<file path="src/rtl/debounce_sync.sv">
// Debouncer for an asynchronous, bouncing level: 2-flop synchronizer, 4-state qualifier FSM, optional edge pulses.
// Build option: define DEBOUNCE_EDGE_EN to get registered rise/fall pulses; otherwise both outputs are tied low.
module debounce_sync #(
    parameter int STABLE_CYCLES = 4,
    parameter int CNT_W         = 8
) (
    input  logic clk,
    input  logic clear,
    input  logic d_raw,
    output logic d,
    output logic rise,
    output logic fall,
    output logic busy
);

    // Encoding chosen so that d is state[1] and busy is state[0].
    localparam logic [1:0] S_LOW     = 2'b00;
    localparam logic [1:0] S_TO_HIGH = 2'b01;
    localparam logic [1:0] S_HIGH    = 2'b10;
    localparam logic [1:0] S_TO_LOW  = 2'b11;

    localparam logic [CNT_W-1:0] CNT_LAST = CNT_W'(STABLE_CYCLES - 1);
    localparam logic [CNT_W-1:0] CNT_ONE  = CNT_W'(1);

    logic             sync1;
    logic             d_sync;
    logic [1:0]       state_q;
    logic [1:0]       state_d;
    logic [CNT_W-1:0] cnt_q;
    logic [CNT_W-1:0] cnt_d;

    // NOTE: sequential state uses non-blocking assignments so both flops sample the pre-edge values.
    always_ff @(posedge clk or posedge clear) begin
        if (clear) begin
            sync1  <= 1'b0;
            d_sync <= 1'b0;
        end else begin
            sync1  <= d_raw;
            d_sync <= sync1;
        end
    end

    // NOTE: every output of this block gets a default first, so no latch is inferred.
    always_comb begin
        state_d = state_q;
        cnt_d   = cnt_q;
        case (state_q)
            S_LOW: begin
                if (d_sync) begin
                    if (STABLE_CYCLES == 1) begin
                        state_d = S_HIGH;
                    end else begin
                        state_d = S_TO_HIGH;
                        cnt_d   = CNT_ONE;
                    end
                end
            end
            S_TO_HIGH: begin
                if (!d_sync) begin
                    state_d = S_LOW;
                    cnt_d   = '0;
                end else if (cnt_q == CNT_LAST) begin
                    state_d = S_HIGH;
                    cnt_d   = '0;
                end else begin
                    cnt_d = cnt_q + CNT_ONE;
                end
            end
            S_HIGH: begin
                if (!d_sync) begin
                    if (STABLE_CYCLES == 1) begin
                        state_d = S_LOW;
                    end else begin
                        state_d = S_TO_LOW;
                        cnt_d   = CNT_ONE;
                    end
                end
            end
            S_TO_LOW: begin
                if (d_sync) begin
                    state_d = S_HIGH;
                    cnt_d   = '0;
                end else if (cnt_q == CNT_LAST) begin
                    state_d = S_LOW;
                    cnt_d   = '0;
                end else begin
                    cnt_d = cnt_q + CNT_ONE;
                end
            end
            default: begin
                state_d = S_LOW;
                cnt_d   = '0;
            end
        endcase
    end

    always_ff @(posedge clk or posedge clear) begin
        if (clear) begin
            state_q <= S_LOW;
            cnt_q   <= '0;
        end else begin
            state_q <= state_d;
            cnt_q   <= cnt_d;
        end
    end

    assign d    = state_q[1];
    assign busy = state_q[0];

`ifdef DEBOUNCE_EDGE_EN
    // Pulses fire on the same edge that changes d; an aborted qualification never touches state[1].
    logic rise_d;
    logic fall_d;

    assign rise_d = state_d[1] & ~state_q[1];
    assign fall_d = ~state_d[1] & state_q[1];

    always_ff @(posedge clk or posedge clear) begin
        if (clear) begin
            rise <= 1'b0;
            fall <= 1'b0;
        end else begin
            rise <= rise_d;
            fall <= fall_d;
        end
    end
`else
    assign rise = 1'b0;
    assign fall = 1'b0;
`endif

`ifndef SYNTHESIS
    always @(posedge clk) begin
        if (!clear) begin
            assert (!(rise && fall));
            assert (cnt_q <= CNT_LAST);
        end
    end
`endif

endmodule

</file>
<file path="config.mk">
export PLATFORM = sky130hd
export DESIGN_NAME = debounce_sync
export DESIGN_NICKNAME = d
export VERILOG_FILES = /design/src/rtl/debounce_sync.sv
export SDC_FILE = /design/constraint.sdc
export NUM_CORES = 1
export LEC_CHECK = 0
export CORE_MARGIN = 4
export CORE_UTILIZATION = 48
export DETAILED_ROUTE_END_ITERATION = 16
export PLACE_DENSITY_LB_ADDON = 0.1
export SYNTH_ARGS = -nofsm -noshare
export SYNTH_HDL_FRONTEND = slang
export SYNTH_SLANG_ARGS = --single-unit
</file>
<file path="constraint.sdc">
create_clock -name clk -period 3.45 [get_ports clk]
set_input_delay 0.8625 -clock clk [delete_from_list [all_inputs] [get_ports clk]]
set_output_delay 0.8625 -clock clk [all_outputs]
set_load 0.01 [all_outputs]
</file>
==> metrics, run 1 <==
outcome completed; #FFs+latches synth 12; Rows 12; post-synthesis sequential area ratio 0.462; fmax 466 MHz; WP buf/inv 1; Power Dens Cells 727 nW/µm²; WS Path Type reg -> out; Max Transition Viols Final 0; # DRC 0; Die ar. 2010 µm²; Syn-to-layout area delta 10.6%; Final setup viols 0; final WL 1090 µm; hold violation count in the final report 0; Layout Nets 71; first-pass GRT wire length 1810 µm; Num CTS Buffers 3; hold_ws 355 ps; post-CTS setup buffer count 0; fin crit share 0.622; CP max stage delay 580 ps; Yosys warnings 0; vias per cell 5.86; CTS tree built; Clock Sinks 12; slowest CP cell clkdlybuf4s50_1; initial antenna violation count 0; FF-to-FF path depth 5; post-DP HPWL 804 µm; largest net degree at the start of global routing 13; Synth top area share 0.462; Startpoint Class register; WP depth 1; critical-path cell list clkdlybuf4s50_1; Worst Setup EP d; Synth Instances 59; layout cells sized above 1 0.169; initial DRC count 24; commonest non-fill, non-tap cell in the layout dfrtp_1; Leak 0.323 nW; Yosys top cell by area dfrtp_1; VDD IR max 429 µV; n_diodes 0; fillcell total 101; number of global-route vias before repair 405; gr usage total 0.127; CP delay by family, top buffers and inverters; clk_lat worst skew 260 ps; commonest cells after routing, fill and taps aside 12 x dfrtp_1, 5 x nand2_1, 4 x clkdlybuf4s50_1; Yosys cell types 32; fin crit period 2150 ps; core area 1190 µm²; average size of a mapped cell 11.0 µm²; total number of vias 463; worst-path fanout max 4; Detailed Routing Iterations Pass 1 4; Required @ worst endpoint 2590 ps; post-cts sizing count 0; total negative slack 0 ps; worst path arrival time 1280 ps; RSZ-0062 raised after global routing false; CTS root buf clkbuf_4; starting density of the core 0.547; Hold/Removal Path Class reg -> reg; hold_sp sync1; H-tree depth 1; die width 44.8 µm; WL/cell 13.8 µm; hold_buf cts 0; reg2reg start cnt_q[0]; top post-synthesis cells by area dfrtp_1 46%, nor4b_4 3.7%, a211oi_4 3.1%; Die Ht 44.8 µm; global route total overflow 0; Max clock buf depth 2; Setup Skew 2.35 ps; CP Capture Type output port; synthesized area 649 µm²; boundary pin count 7; Final ANT Viol Nets 0; Reg clk slew, reported paths 70 ps; IO Port Bufs 4; Placer Congestion 0.735; R2R Setup Slk 1740 ps; Max Cap Viol 0
==> cell usage after synthesis (all sizes together) <==
cell    number
a211o        1
a211oi       1
a21o         2
a21oi        3
a22o         2
a31oi        2
a32o         1
a41oi        1
and2         1
and3         2
buf          2
conb         1
dfrtp       12
ha           1
inv          2
mux2         1
mux2i        1
nand2        6
nand3        3
nand4        1
nor2         1
nor3         3
nor3b        1
nor4b        1
o21a         1
o21ai        3
o22ai        1
xnor2        1
xor2         1
==> where the power goes <==
part	internal [mW]	switching [mW]	total, mW
clock	0.0403	0.0424	0.0827
sequential	0.170	0.0445	0.214
combinational	0.110	0.115	0.225
total	0.320	0.202	0.522
==> metal layers <==
layer	vias up	part of all wire	track usage
li1	230	-	-
met3	4	0.059	0.0239
met4	0	0.031	0.0702
met1	213	0.50	0.180
met5	-	0	0
met2	16	0.41	0.181
==> worst reg2reg max path: stages (launching register included) <==
cell and delay, ps:
dfrtp_1 410, ha_1 250, nor4b_4 350, and2_4 230, nand2_2 60, mux2_4 300
==> state kept, by name, summed over array words and instances, names as in the netlist, named ones only <==
signal,cells
d_sync,1
cnt_q,8
sync1,1
state_q,1
==> cells by family after synthesis <==
logic type | count (synthesis) | synth area share
flops | 12 | 0.462
fa+ha+maj | 1 | 0.0193
other cells | 1 | 0.00577
buf+inv | 4 | 0.0347
compound gates | 18 | 0.212
xor+xnor | 2 | 0.0385
mux | 2 | 0.0385
simple gates | 19 | 0.189
==> per-stage QoR <==
step	utilization	worst slack, ps	cell area [µm²]	instances	power [mW]
after CTS	0.605	1290	718	79	0.526
final	0.605	1300	718	79	0.522
after global placement	0.586	1610	696	76	0.439
after detailed placement	0.586	1590	696	76	0.442
after global routing	0.605	1250	718	79	0.563
after floorplan	-	1900	653	60	0.382
==> layout make-up <==
| type | count | area, µm² | area share |
|---|---|---|---|
| Clock buffer | 3 | 22.5 | 0.0314 |
| Inverter | 2 | 7.51 | 0.0105 |
| Multi-Input combinational cell | 44 | 330 | 0.460 |
| Sequential cell | 12 | 300 | 0.418 |
| Tap cell | 14 | 17.5 | 0.0244 |
| Timing Repair Buffer | 4 | 40.0 | 0.0557 |
==> worst min-delay path by stage <==
stage,end,slack (ps),cells after the start
detailed placement,d_sync,340,0
CTS,d_sync,360,0
global placement,d_sync,340,0
global route,d_sync,370,0
floorplan,d_sync,330,0
finish,d_sync,350,0
Note: power is estimated with default switching activity, not from simulation.
==> run 2, diff against run 1 <==
--- a/config.mk
+++ b/config.mk
@@ -6,7 +6,7 @@
 export NUM_CORES = 1
 export LEC_CHECK = 0
 export CORE_MARGIN = 4
-export CORE_UTILIZATION = 48
+export CORE_UTILIZATION = 47
 export DETAILED_ROUTE_END_ITERATION = 16
 export PLACE_DENSITY_LB_ADDON = 0.1
 export SYNTH_ARGS = -nofsm -noshare
==> constraint.sdc (replaced) <==
create_clock -name clk -period 1.9 [get_ports clk]
set_input_delay 0.475 -clock clk [delete_from_list [all_inputs] [get_ports clk]]
set_output_delay 0.475 -clock clk [all_outputs]
set_load 0.01 [all_outputs]
==> run 2 against run 1 <==
Register-to-register slack worse by 1500 ps. Clock power is 150% higher. Combinational power is 83% higher. Setup slack worse by 1200 ps. Clock skew hardly changed. Wire length is 7.3% higher. Final cell count is 2.5% higher. Sequential share of layout area is 0.86 points lower. First-iteration DRC count is 67% lower. Flip-flop and latch count stayed put. Design area is 2.1% higher. Critical path depth stayed put. Critical path type unchanged. Largest power group unchanged.
==> metrics, run 2 (same netlist as run 1, synthesis figures left out) <==
initial antenna violation count 0 (unchanged); Detailed Routing Iterations Pass 1 4 (unchanged); Syn-to-layout area delta 12.9%; vias per cell 5.75 (-1.8%); Layout Nets 71 (unchanged); worst path arrival time 1320 ps (+40 ps); Num CTS Buffers 3 (unchanged); Power Dens Cells 1370 nW/µm² (+89%); DP Worst Slack 247 ps (-1340 ps); H-tree depth 1 (unchanged); Psw 381 µW (+88%); outcome completed; hold_ws 362 ps (+6.84 ps); Setup Skew 1.98 ps (-0.374 ps); number of global-route vias before repair 454 (+12%); post-cts sizing count 0 (unchanged); die width 45.2 µm (+0.87%); final worst slack 106 ps (-1200 ps); sequential share of power 0.389 (-0.021); Reg with most FFs cnt_q; cell area after layout 733 µm² (+2.1%); core area 1300 µm² (+9.7%); clk_lat worst skew 270 ps (about the same); commonest cells after routing, fill and taps aside 12 x dfrtp_1, 5 x nand2_1, 4 x clkdlybuf4s50_1; # DRC 0 (unchanged); Rows 13 (+1); global route total overflow 0 (unchanged); clock power share 0.202 (+0.044); starting density of the core 0.499 (-0.0484); Leak 0.331 nW (+2.2%); Final setup viols 0 (unchanged); Comb power frac 0.410 (-0.021); Max Cap Viol 0 (unchanged); placed standard-cell area 697 µm² (+0.18%); Internal Pwr Total 625 µW (+95%); Placed Cells 77 (+1.3%); gr usage total 0.144 (+0.0169); WL/cell 14.5 µm (+4.7%); fin crit share 0.944; final WL 1170 µm (+7.3%); WP buf/inv 1 (unchanged); first-pass GRT wire length 2030 µm (+12%); hold_buf cts 0 (unchanged); post-route insts no fill 81 (+2.5%); CTS root buf clkbuf_4; Max clock buf depth 2 (unchanged); Largest register FFs 8 (unchanged); grt met3 use 0.0637 (+0.0398); CP Capture Type output port; Die Ht 45.2 µm (+0.87%); worst-path fanout max 7 (+3); Clock Sinks 12 (unchanged); critical-path cell list clkdlybuf4s50_1; Final ANT Viol Nets 0 (unchanged); GR Util met1 0.207 (+0.0276); Die ar. 2040 µm² (+1.7%); CP delay by family, top buffers and inverters; IO Port Bufs 4 (unchanged); Reg clk slew, reported paths 70 ps (about the same); CTS tree built; hold violation count in the final report 0 (unchanged); fmax 557 MHz; layout cells sized above 1 0.182 (+0.0126); CP max stage delay 580 ps (about the same); commonest non-fill, non-tap cell in the layout dfrtp_1; slowest CP cell clkdlybuf4s50_1; post-DP HPWL 873 µm (+8.6%); RSZ-0062 raised after global routing false; Sw Share 0.379 (-0.00853); largest net degree at the start of global routing 13 (unchanged); VDD IR max 783 µV (+83%); n_diodes 0 (unchanged); Most Used Layer, Global Route met1; Max Transition Viols Final 0 (unchanged); Startpoint Class register; Required @ worst endpoint 1420 ps (-1170 ps); post-CTS setup buffer count 0 (unchanged); initial DRC count 8 (-67%); Placer Congestion 0.759 (+3.3%); total negative slack 0 ps (unchanged); WS Path Type reg -> out; total number of vias 466 (+0.65%); boundary pin count 7 (unchanged); fin crit period 1790 ps; met2 usage in global routing 0.172 (-0.00820); Hold/Removal Path Class reg -> reg
## run 2: cell types whose count changed in the layout (fill, tap and decap cells not counted)
cell	before	now
clkbuf_8	0	1
## run 2: final timing paths
kind / from / to / slack, ps / depth (start not counted)
min reg2reg: sync1 / d_sync / 360 / 0
min: sync1 / d_sync / 360 / 0
min in group asynchronous: clear / state_q[0] / 500 / 2
max in group asynchronous: clear / cnt_q[4] / 1090 / 2
max: state_q[0] / busy / 110 / 1
max reg2reg: cnt_q[0] / register / 230 / 5
## run 2: layer usage
metal  wire length [µm]  share of wire  up-vias
met3                 69          0.059        6
met5                  0              0        -
met1                600           0.51      212
met2                473           0.40       14
li1                   -              -      234
met4                 30          0.026        0
## run 2: through the flow
stage                util  power, mW
finish              0.563       1.01
global route        0.563       1.08
CTS                 0.563       1.02
detailed placement  0.536      0.807
global placement    0.536      0.804
floorplan               -      0.693
## run 2: final cells by class
cell class,count,area (µm²)
fillers,125,568
flip-flops and latches,12,300
clock buffers,4,36.3
repair buffers,4,40.0
multi-input cells,44,330
inverters,2,7.51
well taps,15,18.8
## run 2: power by group through the flow
stage                     sequential (mW)  clock (mW)  combinational [mW]
final                               0.391       0.203               0.412
after global routing                0.402       0.221               0.454
after global placement              0.395           0               0.410
after CTS                           0.391       0.210               0.414
after detailed placement            0.396           0               0.411
after floorplan                     0.390           0               0.304
